$ cat config.mk
export PLATFORM = sky130hd
export DESIGN_NAME = ofdm_cp_remover
export DESIGN_NICKNAME = d
export VERILOG_FILES = /design/src/rtl/ofdm_cp_remover.sv
export SDC_FILE = /design/constraint.sdc
export NUM_CORES = 1
export LEC_CHECK = 0
export BUFFER_PORTS_ARGS = -buffer_cell sky130_fd_sc_hd__buf_4
export CAP_MARGIN = 40
export CORE_MARGIN = 5
export CORE_UTILIZATION = 35
export CTS_BUF_LIST = sky130_fd_sc_hd__clkbuf_4 sky130_fd_sc_hd__clkbuf_8 sky130_fd_sc_hd__clkbuf_16
export DETAILED_ROUTE_END_ITERATION = 10
export PLACE_DENSITY = 0.61
export SETUP_SLACK_MARGIN = 0.5
export SLEW_MARGIN = 20
export SYNTH_ARGS = -nofsm -noshare
export SYNTH_HDL_FRONTEND = slang
export SYNTH_SLANG_ARGS = --single-unit
export TNS_END_PERCENT = 30
$ cat constraint.sdc
create_clock -name clk -period 2.85 [get_ports clk]
set_input_delay 0.7125 -clock clk [delete_from_list [all_inputs] [get_ports clk]]
set_output_delay 0.7125 -clock clk [all_outputs]
set_load 0.01 [all_outputs]
$ cat src/rtl/ofdm_cp_remover.sv
// rtl/ofdm_cp_remover.sv - strips the cyclic prefix from each OFDM symbol and
// forwards the FFT body with sop/eop framing through a 2-entry skid buffer.
module ofdm_cp_remover #(
  parameter int DATA_W  = 14,
  parameter int FFT_LEN = 64,
  parameter int CP_LEN  = 16,
  parameter int CNT_W   = 8
) (
  input  logic                clk,
  input  logic                reset,
  input  logic [2*DATA_W-1:0] in_data,
  input  logic                in_valid,
  input  logic                in_sop,
  output logic                in_ready,
  output logic [2*DATA_W-1:0] out_data,
  output logic                out_valid,
  output logic                out_sop,
  output logic                out_eop,
  input  logic                out_ready,
  output logic                sync_err,
  output logic [15:0]         sym_count
);

  localparam int DW = 2 * DATA_W;
  localparam logic [CNT_W-1:0] CP_LAST  = CNT_W'(CP_LEN - 1);
  localparam logic [CNT_W-1:0] FFT_LAST = CNT_W'(FFT_LEN - 1);
  localparam logic [CNT_W-1:0] CNT_ONE  = CNT_W'(1);

  typedef enum logic [1:0] {IDLE, CP, BODY} state_t;

  state_t            state_q, state_d;
  logic [CNT_W-1:0]  cnt_q, cnt_d;
  logic              in_ready_q, in_ready_d;
  logic              sync_err_q, sync_err_d;
  logic [15:0]       sym_count_q, sym_count_d;

  logic              out_valid_q, out_valid_d;
  logic [DW-1:0]     out_data_q, out_data_d;
  logic              out_sop_q, out_sop_d;
  logic              out_eop_q, out_eop_d;

  logic              skid_valid_q, skid_valid_d;
  logic [DW-1:0]     skid_data_q, skid_data_d;
  logic              skid_sop_q, skid_sop_d;
  logic              skid_eop_q, skid_eop_d;

  logic              accept;
  logic              push;
  logic              push_sop;
  logic              push_eop;
  logic              out_fire;

  assign accept   = in_valid & in_ready_q;
  assign out_fire = out_valid_q & out_ready;

  // Framing FSM. In CP, cnt==0 only occurs right after an eop, where the
  // next beat must carry in_sop.
  always_comb begin
    state_d    = state_q;
    cnt_d      = cnt_q;
    sync_err_d = 1'b0;
    push       = 1'b0;
    push_sop   = 1'b0;
    push_eop   = 1'b0;
    if (accept) begin
      case (state_q)
        IDLE: begin
          if (in_sop) begin
            if (CP_LEN > 1) begin
              state_d = CP;
              cnt_d   = CNT_ONE;
            end else begin
              state_d = BODY;
              cnt_d   = '0;
            end
          end
        end
        CP: begin
          if (cnt_q == '0) begin
            if (!in_sop) begin
              sync_err_d = 1'b1;
              state_d    = IDLE;
              cnt_d      = '0;
            end else if (CP_LEN > 1) begin
              cnt_d = CNT_ONE;
            end else begin
              state_d = BODY;
              cnt_d   = '0;
            end
          end else if (in_sop) begin
            sync_err_d = 1'b1;
            cnt_d      = CNT_ONE;
          end else if (cnt_q == CP_LAST) begin
            state_d = BODY;
            cnt_d   = '0;
          end else begin
            cnt_d = cnt_q + CNT_ONE;
          end
        end
        BODY: begin
          if (in_sop && (cnt_q != '0)) begin
            // Abandon the partial symbol; this beat restarts the prefix.
            sync_err_d = 1'b1;
            if (CP_LEN > 1) begin
              state_d = CP;
              cnt_d   = CNT_ONE;
            end else begin
              cnt_d = '0;
            end
          end else begin
            push     = 1'b1;
            push_sop = (cnt_q == '0);
            push_eop = (cnt_q == FFT_LAST);
            if (cnt_q == FFT_LAST) begin
              state_d = CP;
              cnt_d   = '0;
            end else begin
              cnt_d = cnt_q + CNT_ONE;
            end
          end
        end
        default: begin
          state_d = IDLE;
          cnt_d   = '0;
        end
      endcase
    end
  end

  // Output register plus skid register. A push never coincides with a full
  // skid because in_ready mirrors the skid being empty.
  always_comb begin
    out_valid_d  = out_valid_q;
    out_data_d   = out_data_q;
    out_sop_d    = out_sop_q;
    out_eop_d    = out_eop_q;
    skid_valid_d = skid_valid_q;
    skid_data_d  = skid_data_q;
    skid_sop_d   = skid_sop_q;
    skid_eop_d   = skid_eop_q;
    if (!out_valid_q || out_fire) begin
      if (skid_valid_q) begin
        out_valid_d  = 1'b1;
        out_data_d   = skid_data_q;
        out_sop_d    = skid_sop_q;
        out_eop_d    = skid_eop_q;
        skid_valid_d = 1'b0;
      end else if (push) begin
        out_valid_d = 1'b1;
        out_data_d  = in_data;
        out_sop_d   = push_sop;
        out_eop_d   = push_eop;
      end else begin
        out_valid_d = 1'b0;
        out_sop_d   = 1'b0;
        out_eop_d   = 1'b0;
      end
    end else if (push) begin
      skid_valid_d = 1'b1;
      skid_data_d  = in_data;
      skid_sop_d   = push_sop;
      skid_eop_d   = push_eop;
    end
    in_ready_d  = !skid_valid_d;
    sym_count_d = sym_count_q + ((out_fire && out_eop_q) ? 16'd1 : 16'd0);
  end

  always_ff @(posedge clk) begin
    if (reset) begin
      state_q      <= IDLE;
      cnt_q        <= '0;
      in_ready_q   <= 1'b0;
      sync_err_q   <= 1'b0;
      sym_count_q  <= '0;
      out_valid_q  <= 1'b0;
      out_data_q   <= '0;
      out_sop_q    <= 1'b0;
      out_eop_q    <= 1'b0;
      skid_valid_q <= 1'b0;
      skid_data_q  <= '0;
      skid_sop_q   <= 1'b0;
      skid_eop_q   <= 1'b0;
    end else begin
      state_q      <= state_d;
      cnt_q        <= cnt_d;
      in_ready_q   <= in_ready_d;
      sync_err_q   <= sync_err_d;
      sym_count_q  <= sym_count_d;
      out_valid_q  <= out_valid_d;
      out_data_q   <= out_data_d;
      out_sop_q    <= out_sop_d;
      out_eop_q    <= out_eop_d;
      skid_valid_q <= skid_valid_d;
      skid_data_q  <= skid_data_d;
      skid_sop_q   <= skid_sop_d;
      skid_eop_q   <= skid_eop_d;
    end
  end

  assign in_ready  = in_ready_q;
  assign out_data  = out_data_q;
  assign out_valid = out_valid_q;
  assign out_sop   = out_sop_q;
  assign out_eop   = out_eop_q;
  assign sync_err  = sync_err_q;
  assign sym_count = sym_count_q;

endmodule

==> run_results.csv <==
group,metric,value,unit
status,status,"completed",
sta,rsz0062_at_grt,"yes",
synth,synth-edff-count,0,
synth,synth-seq-cells,90,
global_route,grt_pass1_vias,3214,
floorplan,fp.dieArea,0.01327,mm2
sta,fmax,0.4384,GHz
layout,fin_area,0.005120,mm2
placed_design,dp_hpwl,6337,um
routing,drtPass1Iterations,4,
synth,syn_inst,449,
sta,fin_tns_setup,0,ns
floorplan,initial_utilization,35.73,%
synth,async_flop_share,0,%
layout,area_delta_synth_final,32.17,%
placed_design,dp.cells,652,
worst_setup_path,reg2regPathDepth,10,
placed_design,portBuffers,81,
floorplan,die_w,115.2,um
cts,clk_latency,0.36,ns
cts,numCtsBuffers,9,
worst_setup_path,worstPathArrival,2.58,ns
power,power_frac_clock,38.7,%
worst_setup_path,r2r-start,"cnt_q[0]",
layout,stdcell_count,681,
sta,tightest_slew,0.7213,ns
cts,clock_path_buffers,2,
sta,maxSlewViolCount,0,
flow_run,max_cap_violations,0,
sta,fin_skew,0.009503,ns
synth,yosys-top-cells-area,"dfxtp_1, nand2_1, mux2i_1",
floorplan,rows,38,
power,power.leakage,1.879,nW
synth,ys.flop_type,"dfxtp_1",
worst_setup_path,start_kind,"flip-flop",
layout,num_antenna_cells,0,
power,switching_share,23.44,%
synth,synth_seq_area_share,46.51,%
routing,routedWlPerCell,14.49,um
power,seqPwrFrac,55.7,%
cts,clock_sinks,90,
cts,clkTransAtPathRegs,0.09,ns
synth,synth_top_area_cell,"dfxtp_1",
global_route,grt_max_degree,71,
worst_setup_path,end_kind,"flip-flop",
synth,synth_area,0.003874,mm2
min_path,min_path_type,"reg -> reg",
worst_setup_path,path_max_fanout,6,
routing,ant_nets,0,
cts,ctsHoldBuffers,0,
routing,vias_per_cell,5.001,
cts,h-tree-depth,3,
sta,relSlewSlack,51.91,%
power,p_switching,531.0,uW
cts,cts_tree,"yes",
synth,syn_avg_cell_area,8.627,um2
power,p_int,1.734,mW
sta,finalSetupViolCount,0,
layout,fin_util,47.23,%
power,powerDensity,442.4,mW/mm2
synth,syn_nets,491,
worst_setup_path,crit_type,"reg -> reg",
sta,post-route-period-util,80.04,%
worst_setup_path,required,3.15,ns
synth,ys_warn_count,0,
worst_setup_path,reg2reg_slack,0.57,ns
synth,synth_top_area_share,46.51,%
power,irDropWorstVdd,0.2690,mV
routing,drt-initial-drc-count,207,
global_route,grt.total_usage,14.71,%
sta,fin_crit,2.281,ns
worst_setup_path,cp-startpoint,"cnt_q[0]",
placed_design,routabilityCongestion,0.8713,
global_route,grt_overflow_total,0,
routing,wirelength,9870,um
global_route,antenna_found_initial,0,
worst_setup_path,timing.rr.end,"cnt_q[4]",
power,p_comb_share,5.6,%
worst_setup_path,endpoint,"cnt_q[4]",
layout,drive_above_1_share,25.69,%
floorplan,core_area,0.01084,mm2
sta,hold_viol,0,
floorplan,die_h,115.2,um
synth,ys_types,45,
routing,remaining_drc_errors,0,
routing,num_vias,3406,
placed_design,placed_area,0.004644,mm2
global_route,grt_pass1_wl,15640,um
cts,cts_root_buf,"clkbuf_8",
layout,nets,578,
floorplan,io_pins,82,
==> cell type report <==
| type | count | area, um2 |
|---|---|---|
| fill | 1047 | 5720 |
| multi-input combinational | 326 | 2028 |
| sequential | 90 | 1810 |
| timing repair buffer | 101 | 879.6 |
| tap | 140 | 175.2 |
| clock buffer | 10 | 131.4 |
| clock inverter | 6 | 65.06 |
| inverter | 8 | 30.03 |
==> cell families after synthesis <==
| logic type | synth area share [%] |
|---|---|
| fa+ha+maj | 2.907 |
| mux | 7.235 |
| simple gates | 20.83 |
| compound gates | 16.21 |
| flops | 46.51 |
| xor+xnor | 2.939 |
| buf+inv | 3.359 |
==> synthesized netlist by cell type, types with 2 or more instances <==
library cell and instances:
nand2_1 77, nand2b_1 3, nand3_2 2, xnor2_1 4, inv_1 8, a22oi_1 3
nand3_1 15, o22ai_1 2, nor3_1 5, clkbuf_1 19, dfxtp_1 90, mux2i_1 28
ha_1 9, a21o_1 3, a32o_1 3, xor2_1 9, a211oi_1 28, and3_1 5
buf_2 5, a31oi_1 3, o21ai_0 6, nor2_1 59, a21oi_1 36, nor2b_1 4
nand4_1 3
==> repair_timing <==
item                       4_1_cts  5_1_grt
resized for setup               11       11
setup endpoints to repair       64       65
pin swaps                        2        2
cloned                           2        2
setup buffers                    4        5
==> stage by stage <==
step / worst slack (ns) / total power, mW / hold slack (ns)
global placement: 0.3762 / 1.406 / 0.4411
detailed placement: 0.2351 / 1.408 / 0.4472
CTS: 0.5113 / 2.291 / 0.4593
global route: 0.4463 / 2.365 / 0.4751
floorplan: 0.5155 / 1.350 / 0.4360
finish: 0.5688 / 2.265 / 0.4576
==> power groups by stage <==
stage	registers [mW]	clock network (mW)	logic [mW]
5_1_grt	1.26	0.962	0.139
3_5_place_dp	1.29	0	0.116
2_1_floorplan	1.29	0	0.0579
6_report	1.26	0.876	0.127
4_1_cts	1.26	0.907	0.120
3_3_place_gp	1.29	0	0.114
==> critical path, cell delays in order, from the launching register on <==
cell and delay, ns:
dfxtp_4 0.37, inv_1 0.06, ha_1 0.15, nor3b_4 0.22, nand2_2 0.12, ha_4 0.19
and2b_4 0.29, o41ai_2 0.11, o22ai_1 0.42, a21o_1 0.19, a32o_1 0.11
==> flip-flops by register name (all words and copies together) (netlist names) <==
signal and flops:
cnt_q 8, in_ready 1, out_data 28, out_eop 1, out_sop 1, out_valid 1, skid_data_q 28, skid_eop_q 1
skid_sop_q 1, skid_valid_q 1, state_q 2, sym_count 16, sync_err 1
==> layer usage <==
metal / wire, um / vias up / track usage, %
met5: 0 / - / 0
met4: 93 / 0 / 3.834
met3: 776 / 8 / 5.368
met2: 4588 / 91 / 23.50
met1: 4412 / 1580 / 18.89
li1: - / 1727 / -
==> layout by cell type (no fill, tap or decap), types with 3 or more instances in the layout <==
master	n
buf_4	93
dfxtp_1	87
nand2_1	76
nor2_1	58
a21oi_1	36
mux2i_1	28
a211oi_1	24
nand3_1	15
xor2_1	9
clkbuf_8	9
inv_1	8
ha_1	8
o21ai_0	6
and3_1	5
nor3_1	5
nor2b_1	4
xnor2_1	4
a211oi_2	4
nand2b_1	3
nand4_1	3
a21o_1	3
a32o_1	3
a22oi_1	3
buf_12	3
==> worst min-delay path by stage <==
stage	startpoint	endpoint	depth (start not counted)
2_1_floorplan	skid_data_q[0]	skid_data_q[0]	2
3_3_place_gp	skid_data_q[19]	skid_data_q[19]	2
3_5_place_dp	skid_data_q[21]	skid_data_q[21]	2
4_1_cts	skid_data_q[21]	skid_data_q[21]	2
5_1_grt	skid_data_q[17]	skid_data_q[17]	2
6_report	skid_data_q[13]	skid_data_q[13]	2
Power figures use the tool's default switching activity.
